### src/rtl/cv_pad_emu_if.sv
// Pin-level bundle between one emulated ColecoVision hand controller and the console/host.
// The master side is the console selects plus the host pad; the slave side is the emulator.
interface cv_pad_emu_if;
  logic        sel_key_n_i;
  logic        sel_joy_n_i;
  logic [3:0]  joy_i;
  logic        fire_l_i;
  logic        fire_r_i;
  logic [11:0] key_i;
  logic [7:0]  spin_delta_i;
  logic        spin_valid_i;
  logic        p1_o;
  logic        p2_o;
  logic        p3_o;
  logic        p4_o;
  logic        p6_o;
  logic        p7_o;
  logic        p9_o;
  logic        spin_busy_o;

  modport master (
    output sel_key_n_i, sel_joy_n_i, joy_i, fire_l_i, fire_r_i, key_i,
           spin_delta_i, spin_valid_i,
    input  p1_o, p2_o, p3_o, p4_o, p6_o, p7_o, p9_o, spin_busy_o
  );

  modport slave (
    input  sel_key_n_i, sel_joy_n_i, joy_i, fire_l_i, fire_r_i, key_i,
           spin_delta_i, spin_valid_i,
    output p1_o, p2_o, p3_o, p4_o, p6_o, p7_o, p9_o, spin_busy_o
  );
endinterface

### src/rtl/cv_pad_emu.sv
// ColecoVision hand controller emulator: debounced joystick/fire/keypad muxed onto the
// data pins by the console selects, plus a spinner driving quadrature on p9/p7.
module cv_pad_emu #(
  parameter int DEBOUNCE_TICKS = 8,
  parameter int STEP_TICKS     = 64,
  parameter int ACC_MAX        = 255
) (
  input  logic        clk_i,
  input  logic        reset_n_s,
  input  logic        clk_en_i,
  cv_pad_emu_if.slave pad
);

  localparam int DB_W   = (DEBOUNCE_TICKS > 1) ? $clog2(DEBOUNCE_TICKS) : 1;
  localparam int STEP_W = (STEP_TICKS > 1) ? $clog2(STEP_TICKS) : 1;
  localparam int N_IN   = 18;

  // Raw image: [3:0] joystick, [4] left fire, [5] right fire, [17:6] keypad.
  logic [N_IN-1:0] raw_in;
  logic [N_IN-1:0] img;

  assign raw_in = {pad.key_i, pad.fire_r_i, pad.fire_l_i, pad.joy_i};

  genvar gi;
  generate
    for (gi = 0; gi < N_IN; gi++) begin : g_db
      logic            acc_bit_reg;
      logic [DB_W-1:0] cnt_reg;

      always_ff @(posedge clk_i or negedge reset_n_s) begin
        if (!reset_n_s) begin
          acc_bit_reg <= 1'b0;
          cnt_reg     <= '0;
        end else if (clk_en_i) begin
          if (raw_in[gi] == acc_bit_reg) begin
            cnt_reg <= '0;
          end else if (cnt_reg == DB_W'(DEBOUNCE_TICKS - 1)) begin
            acc_bit_reg <= raw_in[gi];
            cnt_reg     <= '0;
          end else begin
            cnt_reg <= cnt_reg + 1'b1;
          end
        end
      end

      assign img[gi] = acc_bit_reg;
    end
  endgenerate

  logic [3:0]  joy_img;
  logic        fire_l_img;
  logic        fire_r_img;
  logic [11:0] key_img;

  assign joy_img    = img[3:0];
  assign fire_l_img = img[4];
  assign fire_r_img = img[5];
  assign key_img    = img[17:6];

  function automatic logic [3:0] key_code(input logic [3:0] idx);
    case (idx)
      4'd0:    key_code = 4'hA;
      4'd1:    key_code = 4'hD;
      4'd2:    key_code = 4'h7;
      4'd3:    key_code = 4'hC;
      4'd4:    key_code = 4'h2;
      4'd5:    key_code = 4'h3;
      4'd6:    key_code = 4'hE;
      4'd7:    key_code = 4'h5;
      4'd8:    key_code = 4'h1;
      4'd9:    key_code = 4'hB;
      4'd10:   key_code = 4'h9;
      4'd11:   key_code = 4'h6;
      default: key_code = 4'hF;
    endcase
  endfunction

  // Scan from the top so the lowest-numbered pressed key overwrites last and wins.
  logic [3:0] key_nib;
  always_comb begin
    key_nib = 4'hF;
    for (int i = 11; i >= 0; i--) begin
      if (key_img[i]) key_nib = key_code(4'(i));
    end
  end

  // Deselected modes contribute all-ones, so ANDing models the open-collector bus.
  logic [3:0] data_next;
  logic       fire_next;
  logic [3:0] data_reg;
  logic       fire_reg;

  always_comb begin
    data_next = (pad.sel_joy_n_i ? 4'hF : ~joy_img) & (pad.sel_key_n_i ? 4'hF : key_nib);
    fire_next = (pad.sel_joy_n_i ? 1'b1 : ~fire_l_img) & (pad.sel_key_n_i ? 1'b1 : ~fire_r_img);
  end

  always_ff @(posedge clk_i or negedge reset_n_s) begin
    if (!reset_n_s) begin
      data_reg <= 4'hF;
      fire_reg <= 1'b1;
    end else begin
      data_reg <= data_next;
      fire_reg <= fire_next;
    end
  end

  typedef enum logic {S_IDLE, S_WAIT} state_t;

  state_t              state_reg;
  logic signed [8:0]   acc_reg;
  logic signed [8:0]   acc_next;
  logic [1:0]          quad_reg;
  logic [STEP_W-1:0]   step_cnt_reg;
  logic                busy_reg;
  logic                step_fire;
  logic signed [10:0]  sum;

  localparam logic signed [10:0] SAT_HI = 11'(ACC_MAX);
  localparam logic signed [10:0] SAT_LO = -11'(ACC_MAX);

  assign step_fire = (state_reg == S_WAIT) && clk_en_i &&
                     (step_cnt_reg == STEP_W'(STEP_TICKS - 1)) && (acc_reg != 9'sd0);

  // Delta and the step's unit move are combined before one saturation.
  always_comb begin
    sum = {{2{acc_reg[8]}}, acc_reg};
    if (pad.spin_valid_i) sum = sum + {{3{pad.spin_delta_i[7]}}, pad.spin_delta_i};
    if (step_fire) sum = acc_reg[8] ? sum + 11'sd1 : sum - 11'sd1;
    if (sum > SAT_HI)      acc_next = SAT_HI[8:0];
    else if (sum < SAT_LO) acc_next = SAT_LO[8:0];
    else                   acc_next = sum[8:0];
  end

  // {A,B} Gray sequence: forward 11->10->00->01->11.
  function automatic logic [1:0] quad_fwd(input logic [1:0] q);
    case (q)
      2'b11:   quad_fwd = 2'b10;
      2'b10:   quad_fwd = 2'b00;
      2'b00:   quad_fwd = 2'b01;
      default: quad_fwd = 2'b11;
    endcase
  endfunction

  function automatic logic [1:0] quad_rev(input logic [1:0] q);
    case (q)
      2'b11:   quad_rev = 2'b01;
      2'b01:   quad_rev = 2'b00;
      2'b00:   quad_rev = 2'b10;
      default: quad_rev = 2'b11;
    endcase
  endfunction

  always_ff @(posedge clk_i or negedge reset_n_s) begin
    if (!reset_n_s) begin
      state_reg    <= S_IDLE;
      acc_reg      <= '0;
      quad_reg     <= 2'b11;
      step_cnt_reg <= '0;
      busy_reg     <= 1'b0;
    end else begin
      acc_reg  <= acc_next;
      busy_reg <= (acc_next != 9'sd0);
      case (state_reg)
        S_IDLE: begin
          if (acc_reg != 9'sd0) begin
            step_cnt_reg <= '0;
            state_reg    <= S_WAIT;
          end
        end
        S_WAIT: begin
          if (step_fire) begin
            quad_reg     <= acc_reg[8] ? quad_rev(quad_reg) : quad_fwd(quad_reg);
            step_cnt_reg <= '0;
          end else if (clk_en_i) begin
            step_cnt_reg <= step_cnt_reg + 1'b1;
          end
          // Covers both the last step and a cancelling delta; quadrature holds.
          if (acc_next == 9'sd0) state_reg <= S_IDLE;
        end
        default: state_reg <= S_IDLE;
      endcase
    end
  end

  assign pad.p1_o        = data_reg[0];
  assign pad.p2_o        = data_reg[1];
  assign pad.p3_o        = data_reg[2];
  assign pad.p4_o        = data_reg[3];
  assign pad.p6_o        = fire_reg;
  assign pad.p9_o        = quad_reg[1];
  assign pad.p7_o        = quad_reg[0];
  assign pad.spin_busy_o = busy_reg;

endmodule

### src/flat_wrapper.sv
// flat-port wrapper written by rule: the top's interface ports become plain ports
module cv_pad_emu_flat 
#(
  parameter int DEBOUNCE_TICKS = 8,
  parameter int STEP_TICKS     = 64,
  parameter int ACC_MAX        = 255
)
  (clk_i, reset_n_s, clk_en_i, pad_sel_key_n_i, pad_sel_joy_n_i, pad_joy_i, pad_fire_l_i, pad_fire_r_i, pad_key_i, pad_spin_delta_i, pad_spin_valid_i, pad_p1_o, pad_p2_o, pad_p3_o, pad_p4_o, pad_p6_o, pad_p7_o, pad_p9_o, pad_spin_busy_o);
  cv_pad_emu_if pad_i ();
  input  logic clk_i;
  input  logic reset_n_s;
  input  logic clk_en_i;
  input wire logic [$bits(pad_i.sel_key_n_i)-1:0] pad_sel_key_n_i;
  input wire logic [$bits(pad_i.sel_joy_n_i)-1:0] pad_sel_joy_n_i;
  input wire logic [$bits(pad_i.joy_i)-1:0] pad_joy_i;
  input wire logic [$bits(pad_i.fire_l_i)-1:0] pad_fire_l_i;
  input wire logic [$bits(pad_i.fire_r_i)-1:0] pad_fire_r_i;
  input wire logic [$bits(pad_i.key_i)-1:0] pad_key_i;
  input wire logic [$bits(pad_i.spin_delta_i)-1:0] pad_spin_delta_i;
  input wire logic [$bits(pad_i.spin_valid_i)-1:0] pad_spin_valid_i;
  output wire logic [$bits(pad_i.p1_o)-1:0] pad_p1_o;
  output wire logic [$bits(pad_i.p2_o)-1:0] pad_p2_o;
  output wire logic [$bits(pad_i.p3_o)-1:0] pad_p3_o;
  output wire logic [$bits(pad_i.p4_o)-1:0] pad_p4_o;
  output wire logic [$bits(pad_i.p6_o)-1:0] pad_p6_o;
  output wire logic [$bits(pad_i.p7_o)-1:0] pad_p7_o;
  output wire logic [$bits(pad_i.p9_o)-1:0] pad_p9_o;
  output wire logic [$bits(pad_i.spin_busy_o)-1:0] pad_spin_busy_o;
  assign pad_i.sel_key_n_i = pad_sel_key_n_i;
  assign pad_i.sel_joy_n_i = pad_sel_joy_n_i;
  assign pad_i.joy_i = pad_joy_i;
  assign pad_i.fire_l_i = pad_fire_l_i;
  assign pad_i.fire_r_i = pad_fire_r_i;
  assign pad_i.key_i = pad_key_i;
  assign pad_i.spin_delta_i = pad_spin_delta_i;
  assign pad_i.spin_valid_i = pad_spin_valid_i;
  assign pad_p1_o = pad_i.p1_o;
  assign pad_p2_o = pad_i.p2_o;
  assign pad_p3_o = pad_i.p3_o;
  assign pad_p4_o = pad_i.p4_o;
  assign pad_p6_o = pad_i.p6_o;
  assign pad_p7_o = pad_i.p7_o;
  assign pad_p9_o = pad_i.p9_o;
  assign pad_spin_busy_o = pad_i.spin_busy_o;
  cv_pad_emu #(.DEBOUNCE_TICKS(DEBOUNCE_TICKS), .STEP_TICKS(STEP_TICKS), .ACC_MAX(ACC_MAX)) u_core (.clk_i(clk_i), .reset_n_s(reset_n_s), .clk_en_i(clk_en_i), .pad(pad_i));
endmodule
### config.mk
export PLATFORM = sky130hd
export DESIGN_NAME = cv_pad_emu_flat
export DESIGN_NICKNAME = d
export VERILOG_FILES = /design/src/rtl/cv_pad_emu_if.sv /design/src/rtl/cv_pad_emu.sv /design/src/flat_wrapper.sv
export SDC_FILE = /design/constraint.sdc
export NUM_CORES = 1
export LEC_CHECK = 0
export CAP_MARGIN = 10
export CORE_UTILIZATION = 46
export CTS_CLUSTER_SIZE = 14
export DETAILED_ROUTE_END_ITERATION = 12
export GPL_TIMING_DRIVEN = 0
export MAX_ROUTING_LAYER = met4
export SLEW_MARGIN = 20
export SYNTH_ARGS = -nofsm -noshare
export SYNTH_HDL_FRONTEND = slang
export SYNTH_SLANG_ARGS = --single-unit
export TNS_END_PERCENT = 100
### constraint.sdc
create_clock -name clk_i -period 8.3 [get_ports clk_i]
set_input_delay 2.49 -clock clk_i [delete_from_list [all_inputs] [get_ports clk_i]]
set_output_delay 2.49 -clock clk_i [all_outputs]
set_load 0.01 [all_outputs]
==> results of run 1 <==
==> logic make-up after synthesis <==
group	count (synthesis)	share of synthesized area [%]
AOI/OAI and AO/OA	152	16.5
buffers and inverters	84	5.55
adders and majority gates	57	12.5
and+or+nand+nor	176	13.8
xor gates and xnor gates	31	4.65
muxes	29	5.68
DFF	96	41.3
==> synth_stat cells, drive strengths merged, types with 3 or more instances <==
library cell	count
dfrtp	89
inv	64
o21ai	63
nand2	62
ha	55
nor2	38
nand3	35
mux2	23
a21oi	21
o22ai	20
xnor2	16
clkbuf	15
xor2	15
nor3	12
a31oi	8
a211oi	7
dfstp	7
nor2b	7
a21o	6
mux2i	6
nand2b	6
buf	5
nor4	5
a22oi	3
and3	3
o211ai	3
o31ai	3
==> layout make-up <==
type / instances / area [um^2] / area share (%)
plain buffers: 20 / 83.8 / 1.23
clock buffers: 9 / 225 / 3.29
clock inverters: 7 / 166 / 2.43
inverters: 64 / 240 / 3.51
multi-input cells: 445 / 3100 / 45.4
flip-flops and latches: 96 / 2410 / 35.3
well taps: 168 / 210 / 3.07
repair buffers: 38 / 399 / 5.84
==> stage by stage <==
stage	setup WS, ps	hold WS (ps)	instance area [um^2]	cells	utilization (%)
global placement	1140	446	6420	830	52.5
floorplan	2310	422	5840	625	-
finish	1510	455	6840	847	56.0
detailed placement	1260	448	6440	831	52.8
CTS	1620	458	6840	847	56.0
global route	1390	483	6840	847	56.0
==> report_power, final <==
part	switching [mW]	internal (mW)	leakage, nW
Sequential	0.108	0.609	1.23
Combinational	0.581	0.457	1.72
Clock	0.180	0.356	0.186
Total	0.870	1.42	3.13
==> layer usage <==
metal	vias to the layer above	track usage [%]	part of all wire, %
met5	-	-	0
met4	0	5.89	1.4
met3	14	4.76	3.5
met2	71	34.7	47
met1	2166	29.4	48
li1	2289	-	-
==> worst reg2reg max path, cell delays in order (launching register included) <==
cell      delay [ps]
dfrtp_1          420
ha_1             240
fa_1             450
a211oi_2         340
nor2_1            90
o31ai_1          590
ha_1             410
a21o_1           210
a21oi_2          170
a31oi_1          120
or3b_1           390
a211oi_1         300
a311oi_2         150
or4b_1           560
==> how the worst max path moves through the flow <==
| stage | to |
|---|---|
| 6_report | u_core.acc_reg[0] |
| 5_1_grt | u_core.acc_reg[0] |
| 4_1_cts | u_core.acc_reg[0] |
| 3_5_place_dp | u_core.acc_reg[0] |
| 3_3_place_gp | u_core.pad.spin_busy_o |
| 2_1_floorplan | u_core.acc_reg[0] |
==> flow_summary_export.csv, run 1 <==
group,metric,value,unit
synth,ys_seq_elements,96,
setup_path,r2r_slack,3710,ps
floorplan,io_pins,40,
route,drt_iter0_drc,203,
cts,cts_made_buffers,9,
grt,grt_max_degree,54,
floorplan,rows,40,
route,viasPerCell,5.36,
synth,syn-cell-area,5840,um^2
setup_path,r2r_end,"u_core.acc_reg[0]",
timing,skew,5.59,ps
power,power_density,335,nW/um^2
timing,post-route-period-util,81.8,%
synth,yosysWarnings,0,
floorplan,chipHeight,115,um
setup_path,cp-start-kind,"input port",
setup_path,crit_path_frequent_cell,"ha_1",
synth,ys_seq_area_share,41.3,%
timing,max_freq,0.147,GHz
setup_path,worst-path-buf-inv,1,
timing,maxSlewViolCount,0,
cts,clk_pin_slew,70,ps
layout,final_common_cell,"dfrtp_1",
synth,synth-async-reset-ratio,100,%
power,vdd_ir_drop_max,0.000241,V
synth,dominantRegCellSynth,"dfrtp_1",
setup_path,crit_family,"compound AO/OA/AOI/OAI gates",
grt,grt_pass1_vias,4455,
synth,synth_edf_count,0,
cts,cts_resized,0,
synth,synth_top_area_share,38.2,%
cts,clockBufferDepth,2,
setup_path,critical_path_class,"input port to flip-flop",
route,antenna_left,0,
setup_path,reg2regPathDepth,13,
route,vias,4540,
floorplan,start_util,47.8,%
timing,timing.slew.headroom,52.3,%
grt,grt_use_total,22.2,%
power,total_power,2.29,mW
grt,grt_pass1_wl,21900,um
cts,cts.htree.levels,3,
grt,antenna_found_initial,0,
cts,cts_tree,"done",
route,routed_wl,13000,um
synth,synth_area_per_cell,9.34,um^2
timing,setup_tns,0,ps
setup_path,cp_num_cells,14,
outcome,status,"complete, no violations",
min_path,min_from,"u_core.fire_l_img",
min_path,hold_class,"flip-flop to flip-flop",
grt,globalRouteOverflowTotal,0,
setup_path,crit_path_start,"pad_spin_delta_i[0]",
setup_path,cp_slowest_cell,"o31ai_1",
setup_path,crit_fanout,8,
power,p_leak,3.13,nW
layout,n_fill_cell,1124,
placed_design,io_buffers,37,
synth,synth_fp_nets,714,
cts,cts_setup_buffers,0,
synth,yosys-top-cells-area,"dfrtp_1 38%, ha_1 12%, o21ai_0 4.6%",
route,wl_per_cell,15.3,um
timing,finalHoldViolCount,0,
setup_path,cp.arrival,7000,ps
floorplan,dieArea,13100,um^2
cts,ctsHoldBuffers,0,
layout,largest_register_ff_count,54,
setup_path,worst_ep_required_time,8510,ps
cts,clock-root-buffer,"clkbuf_16",
min_path,min_to,"u_core.pad.p6_o",
min_path,hold_depth,1,
synth,yosysTopAreaCell,"dfrtp_1",
setup_path,end_kind,"flip-flop",
layout,area_growth,17.2,%
synth,synth_cells,625,
setup_path,r2r-start,"u_core.acc_reg[0]",
cts,insertion_delay,350,ps
placed_design,gp_congestion,0.905,
timing,rsz0062_at_grt,"false",
layout,layout_common_cells,"89 x dfrtp_1, 64 x inv_1, 62 x nand2_1",
synth,ys_types,58,
route,drc,0,
layout,n_antenna_cell,0,
placed_design,place_hpwl,9630,um
setup_path,path_cells,"clkdlybuf4s50_1 > ha_1 > fa_1 > a211oi_2 > nor2_1 > o31ai_1 > ha_1 > a21o_1 > a21oi_2 > a31oi_1 > or3b_1 > a211oi_1 > a311oi_2 > or4b_1",
floorplan,fp.dieW,115,um
route,first_pass_iters,4,
layout,nets,763,
timing,tightest_slew,716,ps
setup_path,slowest_delay,590,ps
flow_run,drv_cap,0,
timing,finalSetupViolCount,0,
layout,layout-drive-gt1-share,8.98,%
floorplan,core-area,12200,um^2
timing,min_period,6790,ps
cts,cts.sinks,96,
Power figures use the tool's default switching activity.
==> inputs of run 2 (changes only) <==
--- a/config.mk
+++ b/config.mk
@@ -11,6 +11,7 @@
 export DETAILED_ROUTE_END_ITERATION = 12
 export GPL_TIMING_DRIVEN = 0
 export MAX_ROUTING_LAYER = met4
+export PLACE_DENSITY = 0.67
 export SLEW_MARGIN = 20
 export SYNTH_ARGS = -nofsm -noshare
 export SYNTH_HDL_FRONTEND = slang
==> constraint.sdc (replaced) <==
create_clock -name clk_i -period 5.7 [get_ports clk_i]
set_input_delay 1.71 -clock clk_i [delete_from_list [all_inputs] [get_ports clk_i]]
set_output_delay 1.71 -clock clk_i [all_outputs]
set_load 0.01 [all_outputs]
==> flow_summary_export.csv, run 2 (synthesis gave the netlist of run 1 again) <==
group,metric,value,unit
cts,cts_tree,"done",
power,p_leak,3.14,nW
grt,grt_max_degree,62,
timing,setup_tns,0,ps
placed_design,place_hpwl,9780,um
setup_path,slowest_delay,460,ps
grt,globalRouteOverflowTotal,0,
timing,min_period,5590,ps
layout,largest_register_ff_count,54,
setup_path,worst_ep_required_time,5900,ps
timing,post-route-period-util,98.1,%
floorplan,fp.dieW,115,um
setup_path,cp.arrival,5790,ps
route,viasPerCell,5.54,
setup_path,cp_slowest_cell,"or4b_1",
setup_path,path_cells,"clkdlybuf4s50_1 > ha_2 > fa_2 > a211oi_4 > nor4_1 > nor3_1 > o21ai_1 > ha_1 > a21oi_2 > a21oi_1 > a211oi_2 > xor2_2 > a31oi_2 > a31oi_4 > or4b_1",
timing,maxSlewViolCount,0,
setup_path,cp-start-kind,"input port",
layout,fin_util,56.5,%
setup_path,end_kind,"flip-flop",
route,wl_per_cell,15.8,um
floorplan,rows,40,
route,first_pass_iters,5,
timing,skew,5.78,ps
setup_path,reg2regPathDepth,14,
route,routed_wl,13500,um
floorplan,io_pins,40,
floorplan,start_util,47.8,%
layout,area_growth,18.3,%
layout,n_fill_cell,1103,
min_path,hold_depth,1,
cts,clockBufferDepth,2,
layout,final_common_cell,"dfrtp_1",
layout,multi_input_area,3180,um^2
cts,ctsHoldBuffers,0,
grt,grt_pass1_wl,21700,um
timing,max_freq,0.179,GHz
grt,grt_use_total,21.9,%
min_path,hold_class,"flip-flop to flip-flop",
setup_path,r2r_slack,1510,ps
layout,n_antenna_cell,0,
grt,grt_pass1_vias,4692,
placed_design,dpl_cell_area,6440,um^2
timing,finalSetupViolCount,0,
route,antenna_left,0,
layout,layout_common_cells,"89 x dfrtp_1, 64 x inv_1, 62 x nand2_1",
flow_run,drv_cap,0,
power,power_density,494,nW/um^2
setup_path,critical_path_class,"input port to flip-flop",
timing,tightest_slew,664,ps
cts,clock-root-buffer,"clkbuf_16",
timing,timing.slew.headroom,55.7,%
layout,design_area,6900,um^2
layout,layout-drive-gt1-share,11.4,%
timing,finalHoldViolCount,0,
setup_path,crit_fanout,6,
floorplan,chipHeight,115,um
route,drc,0,
cts,clk_pin_slew,70,ps
power,vdd_ir_drop_max,0.000393,V
layout,nets,770,
cts,cts.htree.levels,3,
floorplan,core-area,12200,um^2
outcome,status,"complete, no violations",
floorplan,dieArea,13100,um^2
placed_design,io_buffers,37,
grt,antenna_found_initial,0,
cts,cts.sinks,96,
placed_design,gp_congestion,0.919,
route,vias,4728,
layout,seq_area,2410,um^2
cts,cts_made_buffers,9,
cts,insertion_delay,340,ps
route,drt_iter0_drc,255,
[run 2: power by group]
| group | switching [mW] | leakage (nW) | internal (mW) |
|---|---|---|---|
| Sequential | 0.165 | 1.23 | 0.888 |
| Combinational | 0.948 | 1.76 | 0.759 |
| Clock | 0.251 | 0.152 | 0.396 |
[run 2: worst max-delay path, delay by kind of cell]
kind            cells  cell delay [ps]
compound gates      7             1420
xor+xnor            1              270
fa+ha+maj           3             1040
buf+inv             1              440
simple gates        3              900
[run 2: layout make-up]
cell class,instances,area share (%)
multi-input combinational,445,46.1
sequential,96,34.9
timing repair buffer,45,6.54
clock buffer,11,3.52
inverter,64,3.48
tap,168,3.05
buffer,20,1.21
clock inverter,5,1.16
[run 2: repair_timing]
item / CTS / global route
endpoints found under the setup margin: 1 / 8
setup buffers: 0 / 7
pin swaps: 1 / 10
resized for setup: 1 / 14
[run 2: through the flow]
step                instances  hold WS (ps)  worst slack (ps)  power, mW
CTS                       847           459              2.90       3.24
finish                    854           459               110       3.41
floorplan                 625           422               490       2.18
global placement          830           441              -578       2.50
detailed placement        831           440              -490       2.58
global route              854           494             -59.2       3.67
[run 2: path summary, 6_finish.rpt]
path / start / to
min: u_core.g_db[0].acc_bit_reg / u_core.data_reg[0]
max: pad_spin_delta_i[0] / u_core.acc_reg[0]
max reg2reg: u_core.acc_reg[0] / u_core.acc_reg[0]
min reg2reg: u_core.g_db[0].acc_bit_reg / u_core.data_reg[0]
max in group asynchronous: reset_n_s / u_core.quad_reg[0]
min in group asynchronous: reset_n_s / u_core.g_db[4].cnt_reg[2]
[run 2: routing by layer]
layer  GRT usage [%]  share of wire (%)  up-vias
met5               -                  0        -
met4            8.23                1.8        0
met3            3.07                3.7       20
met2            36.6                 49       96
met1            27.1                 45     2311
li1                -                  -     2301
==> inputs of run 3 (changes only) <==
--- a/config.mk
+++ b/config.mk
@@ -16,4 +16,4 @@
 export SYNTH_ARGS = -nofsm -noshare
 export SYNTH_HDL_FRONTEND = slang
 export SYNTH_SLANG_ARGS = --single-unit
-export TNS_END_PERCENT = 100
+export TNS_END_PERCENT = 50
==> results of run 3 <==
The final DEF is identical to that of run 2; final timing and power are the same.
